[config.mk]
export PLATFORM = sky130hd
export DESIGN_NAME = load_extract_unit_flat
export DESIGN_NICKNAME = d
export VERILOG_FILES = /design/src/rtl/load_extract_if.sv /design/src/rtl/load_extract_unit.sv /design/src/flat_wrapper.sv
export SDC_FILE = /design/constraint.sdc
export NUM_CORES = 1
export LEC_CHECK = 0
export BUFFER_PORTS_ARGS = -buffer_cell sky130_fd_sc_hd__buf_2
export CAP_MARGIN = 20
export CORE_AREA = 2 2 86 88
export DETAILED_ROUTE_END_ITERATION = 6
export DIE_AREA = 0 0 88 90
export PLACE_DENSITY = 0.76
export SLEW_MARGIN = 15
export SYNTH_ARGS = -nofsm -noshare
export SYNTH_HDL_FRONTEND = slang
export SYNTH_SLANG_ARGS = --single-unit
[constraint.sdc]
create_clock -name Clk -period 3.7 [get_ports Clk]
set_input_delay 0.185 -clock Clk [delete_from_list [all_inputs] [get_ports Clk]]
set_output_delay 0.185 -clock Clk [all_outputs]
set_load 0.05 [all_outputs]
[src/rtl/load_extract_if.sv]
// Request/response bundle for the load extract unit: request side carries the
// memory word plus load decode, response side carries the extended result.
interface load_extract_if;
    logic        in_valid;
    logic        in_ready;
    logic [5:0]  opcode;
    logic [1:0]  addr_lo;
    logic [31:0] MemOut;
    logic        out_valid;
    logic        out_ready;
    logic [31:0] load_data;
    logic        misalign;
    logic        illegal;

    modport master (
        output in_valid, opcode, addr_lo, MemOut, out_ready,
        input  in_ready, out_valid, load_data, misalign, illegal
    );

    modport slave (
        input  in_valid, opcode, addr_lo, MemOut, out_ready,
        output in_ready, out_valid, load_data, misalign, illegal
    );
endinterface

[src/rtl/load_extract_unit.sv]
// Load lane select and sign/zero extension in front of MEM/WB, buffered by a
// head register plus one skid entry so writeback back-pressure never loses a load.
module load_extract_unit (
    input  logic          Clk,
    input  logic          Reset,
    load_extract_if.slave bus
);
    localparam logic [5:0] OP_LW  = 6'b100011;
    localparam logic [5:0] OP_LH  = 6'b100001;
    localparam logic [5:0] OP_LHU = 6'b100101;
    localparam logic [5:0] OP_LB  = 6'b100000;
    localparam logic [5:0] OP_LBU = 6'b100100;

    typedef struct packed {
        logic [31:0] data;
        logic        misalign;
        logic        illegal;
    } entry_t;

    typedef enum logic [1:0] {EMPTY, ONE, FULL} state_e;

    function automatic entry_t extract(input logic [5:0] op, input logic [1:0] a,
                                       input logic [31:0] mem);
        entry_t             e;
        logic signed [15:0] half_s;
        logic signed [7:0]  byte_s;
        e      = '0;
        half_s = a[1] ? mem[31:16] : mem[15:0];
        case (a)
            2'd0:    byte_s = mem[7:0];
            2'd1:    byte_s = mem[15:8];
            2'd2:    byte_s = mem[23:16];
            default: byte_s = mem[31:24];
        endcase
        case (op)
            OP_LW: begin
                e.data     = mem;
                e.misalign = (a != 2'b00);
            end
            OP_LH: begin
                e.data     = 32'(half_s);
                e.misalign = a[0];
            end
            OP_LHU: begin
                e.data     = {16'h0000, half_s};
                e.misalign = a[0];
            end
            OP_LB:   e.data    = 32'(byte_s);
            OP_LBU:  e.data    = {24'h000000, byte_s};
            default: e.illegal = 1'b1;
        endcase
        return e;
    endfunction

    state_e state_q, state_d;
    entry_t head_q, head_d;
    entry_t skid_q, skid_d;
    entry_t new_entry;
    logic   in_ready_w;
    logic   out_valid_w;
    logic   accept;
    logic   drain;

    assign new_entry   = extract(bus.opcode, bus.addr_lo, bus.MemOut);
    // Ready depends only on registered occupancy, never on out_ready.
    assign in_ready_w  = (state_q != FULL);
    assign out_valid_w = (state_q != EMPTY);
    assign accept      = bus.in_valid && in_ready_w;
    assign drain       = out_valid_w && bus.out_ready;

    always_comb begin
        state_d = state_q;
        head_d  = head_q;
        skid_d  = skid_q;
        case (state_q)
            EMPTY: begin
                if (accept) begin
                    head_d  = new_entry;
                    state_d = ONE;
                end
            end
            ONE: begin
                if (accept && drain) begin
                    head_d = new_entry;
                end else if (accept) begin
                    skid_d  = new_entry;
                    state_d = FULL;
                end else if (drain) begin
                    state_d = EMPTY;
                end
            end
            FULL: begin
                if (drain) begin
                    head_d  = skid_q;
                    state_d = ONE;
                end
            end
            default: state_d = EMPTY;
        endcase
    end

    always_ff @(posedge Clk) begin
        if (Reset) begin
            state_q <= EMPTY;
            head_q  <= '0;
        end else begin
            state_q <= state_d;
            head_q  <= head_d;
            skid_q  <= skid_d;
        end
    end

    assign bus.in_ready  = in_ready_w;
    assign bus.out_valid = out_valid_w;
    assign bus.load_data = head_q.data;
    assign bus.misalign  = head_q.misalign;
    assign bus.illegal   = head_q.illegal;
endmodule

[src/flat_wrapper.sv]
// flat-port wrapper written by rule: the top's interface ports become plain ports
module load_extract_unit_flat 
  (Clk, Reset, bus_in_valid, bus_opcode, bus_addr_lo, bus_MemOut, bus_out_ready, bus_in_ready, bus_out_valid, bus_load_data, bus_misalign, bus_illegal);
  load_extract_if bus_i ();
  input  logic Clk;
  input  logic Reset;
  input wire logic [$bits(bus_i.in_valid)-1:0] bus_in_valid;
  input wire logic [$bits(bus_i.opcode)-1:0] bus_opcode;
  input wire logic [$bits(bus_i.addr_lo)-1:0] bus_addr_lo;
  input wire logic [$bits(bus_i.MemOut)-1:0] bus_MemOut;
  input wire logic [$bits(bus_i.out_ready)-1:0] bus_out_ready;
  output wire logic [$bits(bus_i.in_ready)-1:0] bus_in_ready;
  output wire logic [$bits(bus_i.out_valid)-1:0] bus_out_valid;
  output wire logic [$bits(bus_i.load_data)-1:0] bus_load_data;
  output wire logic [$bits(bus_i.misalign)-1:0] bus_misalign;
  output wire logic [$bits(bus_i.illegal)-1:0] bus_illegal;
  assign bus_i.in_valid = bus_in_valid;
  assign bus_i.opcode = bus_opcode;
  assign bus_i.addr_lo = bus_addr_lo;
  assign bus_i.MemOut = bus_MemOut;
  assign bus_i.out_ready = bus_out_ready;
  assign bus_in_ready = bus_i.in_ready;
  assign bus_out_valid = bus_i.out_valid;
  assign bus_load_data = bus_i.load_data;
  assign bus_misalign = bus_i.misalign;
  assign bus_illegal = bus_i.illegal;
  load_extract_unit u_core (.Clk(Clk), .Reset(Reset), .bus(bus_i));
endmodule
==> metrics.yaml, run 1 <==
outcome: "completed"
grt_max_degree: 35
drv_cap: 0
avgViaCountPerCell: 5.94
start_kind: "flip-flop"
ys.flop_type: "dfxtp_1"
pwr-share-seq_pct: 45.3
gp_congestion: 0.904
maxSlewHeadroom_pct: 28.0
endpoint_kind: "flip-flop"
syn-cell-area_sq_um: 3740
grt_use_met1_pct: 35.2
drc_errors: 0
drtIter0Drc: 306
globalRouteMet3Util_pct: 5.60
critical_path_class: "flip-flop to flip-flop"
worst_pin_slew_ns: 1.07
rows: 31
hpwl_um: 6600
die_y_um: 90
yosys_warnings: 0
seqCellArea_sq_um: 1740
cts_buffer_depth: 2
worstSkewPairLatency_ns: 0.35
hold_start: "bus_out_ready"
numCtsBuffers: 9
hold_slack_ns: 0.0547
grtUsageTotal_pct: 25.3
yosysUniqueCellTypes: 56
cp.arrival_ns: 2.79
cts-root-buf: "clkbuf_8"
sw_frac_of_total_pct: 29.8
coreArea_sq_um: 7020
grt_overflow_total: 0
start_util_pct: 53.3
place_inst: 530
crit_path_max_fanout: 30
finalCritPeriodShare_pct: 67.7
final_common_cell: "buf_2"
nFillCells: 588
p_leak_nw: 1.89
htree_num_levels: 3
hp-class: "input pin to flip-flop"
port_buffers: 79
nets: 486
antennaDiodeCount: 0
synth_edf_count: 34
power.total_mw: 1.88
tns_ns: 0
final_util_pct: 62.0
synthCells: 376
clock_skew_ns: 0.00721
multi_input_area_sq_um: 1800
cp-startpoint: "u_core.state_q[1]$_SDFFE_PP0P_"
dr.pass1.iters: 5
cts.sinks: 70
hold_violations: 0
cts.repair.resized: 0
instances_no_fill: 546
power_density_nw_per_um2: 433
grt_pass1_wl_um: 15300
seq_area_frac_synth_pct: 46.5
async_reset_ff_share_pct: 0
rsz0062_at_grt: "no"
worst_ep_required_time_ns: 3.99
use_met2_pct: 36.7
p_int_mw: 1.32
cp_top_family: "compound AO/OA/AOI/OAI gates"
pwr-share-clk_pct: 35.9
ios: 80
comb_power_share_pct: 18.9
critical_path.max_stage_delay_ns: 0.60
die_area_sq_um: 7920
synth_area_per_cell_sq_um: 9.96
post_cts_buffers: 0
layout-drive-gt1-share_pct: 30.2
wirelength_um: 9880
cts_hold_buf: 0
cts.clk_slew.worst_paths_ns: 0.08
crit_slowest_cell: "o21a_1"
area_growth_pct: 16.2
layout_min_cycle_time_ns: 2.50
setup_violations: 0
antenna_found_initial: 0
dr_total_vias: 3244
crit_buf_inv: 1
busiest_layer: "met2"
r2r_start: "u_core.state_q[1]$_SDFFE_PP0P_"
irDropWorstVdd_v: 0.000255
die_w_um: 88
ys_ff_latch: 70
crit_chain: "nand2b_1, o21a_1, buf_4, o311ai_0, o21ba_1"
maxSlewViolCount: 0
fmax_mhz: 399
ant_nets: 0
grt_pass1_vias: 3068
cts_tree: "yes"
switchingPower_mw: 0.561
synth_nets: 420
layout_common_cells: "buf_2, nand2_1, dfxtp_1"
wl_per_cell_um: 18.1
[Yosys cell counts (8+ instances only)]
master	count	share of area, %
nand2_1	76	7.6
buf_2	9	1.2
nor3_1	12	1.6
inv_1	15	1.5
o21ai_0	23	3.1
clkbuf_1	9	0.90
and2_1	12	2.0
o211ai_1	9	1.8
edfxtp_1	34	27
a221oi_2	9	3.6
or2_2	8	1.3
dfxtp_1	36	19
mux2i_1	15	4.0
[per-layer routing]
metal  wire (um)  vias to the layer above
met2        4460                      176
met3         840                       25
met4         259                        2
met1        4280                     1517
met5          35                        -
li1            -                     1524
[cell type report]
class | count | area share (%)
Tap cell | 99 | 2.85
Inverter | 15 | 1.29
Timing Repair Buffer | 82 | 9.60
Clock inverter | 7 | 2.04
Sequential cell | 70 | 40.0
Clock buffer | 9 | 2.85
Multi-Input combinational cell | 264 | 41.4
[power by group through the flow]
stage	Combinational [mW]	Sequential, mW	Clock (mW)
2_1_floorplan	0.168	0.958	0
3_3_place_gp	0.346	0.870	0
3_5_place_dp	0.352	0.869	0
4_1_cts	0.354	0.852	0.684
5_1_grt	0.379	0.856	0.726
6_report	0.356	0.852	0.675
[kinds of logic after synthesis]
| family | count (synthesis) | share of synthesized area [%] |
|---|---|---|
| AO/OA/AOI/OAI | 103 | 23.3 |
| AND/OR/NAND/NOR | 142 | 19.0 |
| multiplexers | 19 | 5.51 |
| buffers and inverters | 42 | 5.65 |
| flip-flops | 70 | 46.5 |
[final timing paths]
check	to	slack, ns	cells after the start
max reg2reg	u_core.bus.load_data[4]$_SDFFE_PP0P_	1.20	5
min	u_core.state_q[1]$_SDFFE_PP0P_	0.05	2
max	u_core.bus.load_data[4]$_SDFFE_PP0P_	1.20	5
min reg2reg	u_core.bus.load_data[17]$_SDFFE_PP0P_	0.47	2
[flip-flops by register name, summed over array words and instances (netlist names)]
register,cells
u_core.bus.misalign,1
u_core.skid_q,34
u_core.state_q,2
u_core.bus.illegal,1
u_core.bus.load_data,32
[metrics by stage]
step	setup WS, ns	instance area [sq um]
6_report	1.20	4350
5_1_grt	1.01	4350
4_1_cts	1.21	4350
3_5_place_dp	1.23	4140
3_3_place_gp	1.28	4140
2_1_floorplan	1.01	3740
No activity file was read; power rests on OpenSTA's default activity.
==> run 2: changes to the inputs <==
--- a/config.mk
+++ b/config.mk
@@ -7,10 +7,10 @@
 export LEC_CHECK = 0
 export BUFFER_PORTS_ARGS = -buffer_cell sky130_fd_sc_hd__buf_2
 export CAP_MARGIN = 20
-export CORE_AREA = 2 2 86 88
+export CORE_AREA = 2 2 91 93
 export DETAILED_ROUTE_END_ITERATION = 6
-export DIE_AREA = 0 0 88 90
-export PLACE_DENSITY = 0.76
+export DIE_AREA = 0 0 93 95
+export PLACE_DENSITY = 0.71
 export SLEW_MARGIN = 15
 export SYNTH_ARGS = -nofsm -noshare
 export SYNTH_HDL_FRONTEND = slang
==> constraint.sdc (replaced) <==
create_clock -name Clk -period 2 [get_ports Clk]
set_input_delay 0.1 -clock Clk [delete_from_list [all_inputs] [get_ports Clk]]
set_output_delay 0.1 -clock Clk [all_outputs]
set_load 0.05 [all_outputs]
==> metrics.yaml, run 2 (synthesized netlist as in run 1, its figures left out) <==
avgViaCountPerCell: 5.85
p_int_mw: 2.33
wl_per_cell_um: 18.2
critical_path_class: "flip-flop to output port"
wirelength_um: 10300
top_register: "u_core.skid_q"
cts.sinks: 70
fmax_mhz: 542
reg2reg_depth: 6
tns_ns: 0
die_y_um: 95
grt_max_degree: 45
cp_top_family: "buffers and inverters"
rsz0062_at_grt: "no"
endpoint_kind: "output port"
finalCritPeriodShare_pct: 92.3
clock_skew_ns: 0.00628
die_area_sq_um: 8840
start_kind: "flip-flop"
maxSlewHeadroom_pct: 56.4
nets: 504
port_buffers: 79
power_density_nw_per_um2: 738
rows: 33
setup_violations: 0
final_util_pct: 57.0
maxSlewViolCount: 0
largest_reg_flops: 34
ant_nets: 0
worst_ep_required_time_ns: 1.90
cts.clk_slew.worst_paths_ns: 0.07
nFillCells: 741
seqCellArea_sq_um: 1740
crit_slowest_cell: "dfxtp_1"
area_growth_pct: 20.6
antenna_found_initial: 0
hold_violations: 0
layout-drive-gt1-share_pct: 32.5
layout_min_cycle_time_ns: 1.85
dr_total_vias: 3331
ios: 80
place_ws_ns: -0.0486
crit_chain: "and2b_2, inv_1, buf_4, buf_2"
fin_ws_ns: 0.154
start_util_pct: 47.2
cts-root-buf: "clkbuf_8"
cp.arrival_ns: 1.75
grtUsageTotal_pct: 24.1
drtIter0Drc: 198
p_leak_nw: 1.99
coreArea_sq_um: 7930
sw_frac_of_total_pct: 30.0
crit_buf_inv: 3
final_common_cell: "buf_2"
antennaDiodeCount: 0
grt_overflow_total: 0
worst_pin_slew_ns: 0.653
crit_path_max_fanout: 17
gp_congestion: 0.871
dr.pass1.iters: 4
post_cts_buffers: 0
cts_tree: "yes"
hpwl_um: 7130
pwr-share-seq_pct: 47.3
irDropWorstVdd_v: 0.000342
switchingPower_mw: 1.00
grt_pass1_vias: 3191
grt_pass1_wl_um: 16300
critical_path.max_stage_delay_ns: 0.43
hold_depth: 3
drc_errors: 0
hold_slack_ns: 0.0668
numCtsBuffers: 9
die_w_um: 93
comb_power_share_pct: 21.0
cts_buffer_depth: 2
layout_common_cells: "buf_2, nand2_1, dfxtp_1"
cp.depth: 4
outcome: "completed"
pwr-share-clk_pct: 31.6
drv_cap: 0
htree_num_levels: 3
multi_input_area_sq_um: 1820
worstSkewPairLatency_ns: 0.34
hp-class: "input pin to flip-flop"
## run 2: final cells by class
class	instances	share of cell area, %
Multi-Input combinational cell	264	40.2
Sequential cell	70	38.6
Timing Repair Buffer	100	13.1
Clock buffer	14	3.82
Tap cell	105	2.91
Inverter	15	1.25
Clock inverter	1	0.111
## run 2: stage by stage
| step | instance area (sq um) | std cells | power (mW) |
|---|---|---|---|
| 3_3_place_gp | 4320 | 553 | 2.29 |
| 4_1_cts | 4510 | 569 | 3.34 |
| 6_report | 4520 | 569 | 3.33 |
| 2_1_floorplan | 3750 | 376 | 2.08 |
| 5_1_grt | 4520 | 569 | 3.47 |
| 3_5_place_dp | 4320 | 553 | 2.30 |
## run 2: repair_timing
item	in CTS	in global routing
endpoints found under the hold margin	1	0
hold buffers	1	0
gates resized for setup	0	3
endpoints found under the setup margin	0	18
## run 2: metal layers
layer	routed length [um]	track usage [%]	share of wire [%]	up-vias
met2	4960	38.0	48	132
li1	-	-	-	1563
met4	143	8.58	1.4	0
met1	4570	33.9	44	1625
met3	668	3.35	6.5	11
met5	0	0	0	-
## run 2: path summary, 6_finish.rpt
path / startpoint / endpoint / slack (ns)
setup / recovery: u_core.state_q[0]$_SDFFE_PP0P_ / bus_in_ready / 0.15
hold / removal: bus_MemOut[25] / u_core.bus.load_data[25]$_SDFFE_PP0P_ / 0.07
setup reg to reg: u_core.state_q[1]$_SDFFE_PP0P_ / u_core.bus.load_data[1]$_SDFFE_PP0P_ / 0.18
hold reg to reg: u_core.bus.illegal$_SDFFE_PP0P_ / u_core.bus.illegal$_SDFFE_PP0P_ / 0.46
## run 2: power by group through the flow
| stage | clock, mW | sequential [mW] | combinational (mW) |
|---|---|---|---|
| floorplan | 0 | 1.77 | 0.313 |
| global placement | 0 | 1.61 | 0.679 |
| detailed placement | 0 | 1.61 | 0.691 |
| CTS | 1.07 | 1.58 | 0.695 |
| global route | 1.13 | 1.58 | 0.753 |
| finish | 1.05 | 1.58 | 0.700 |
## run 2: worst reg2reg max path: stages, from the launching register on
cell	delay, ns
dfxtp_1	0.37
nand2b_1	0.20
buf_4	0.20
o21a_1	0.23
buf_12	0.19
o311ai_0	0.35
o21ba_2	0.20
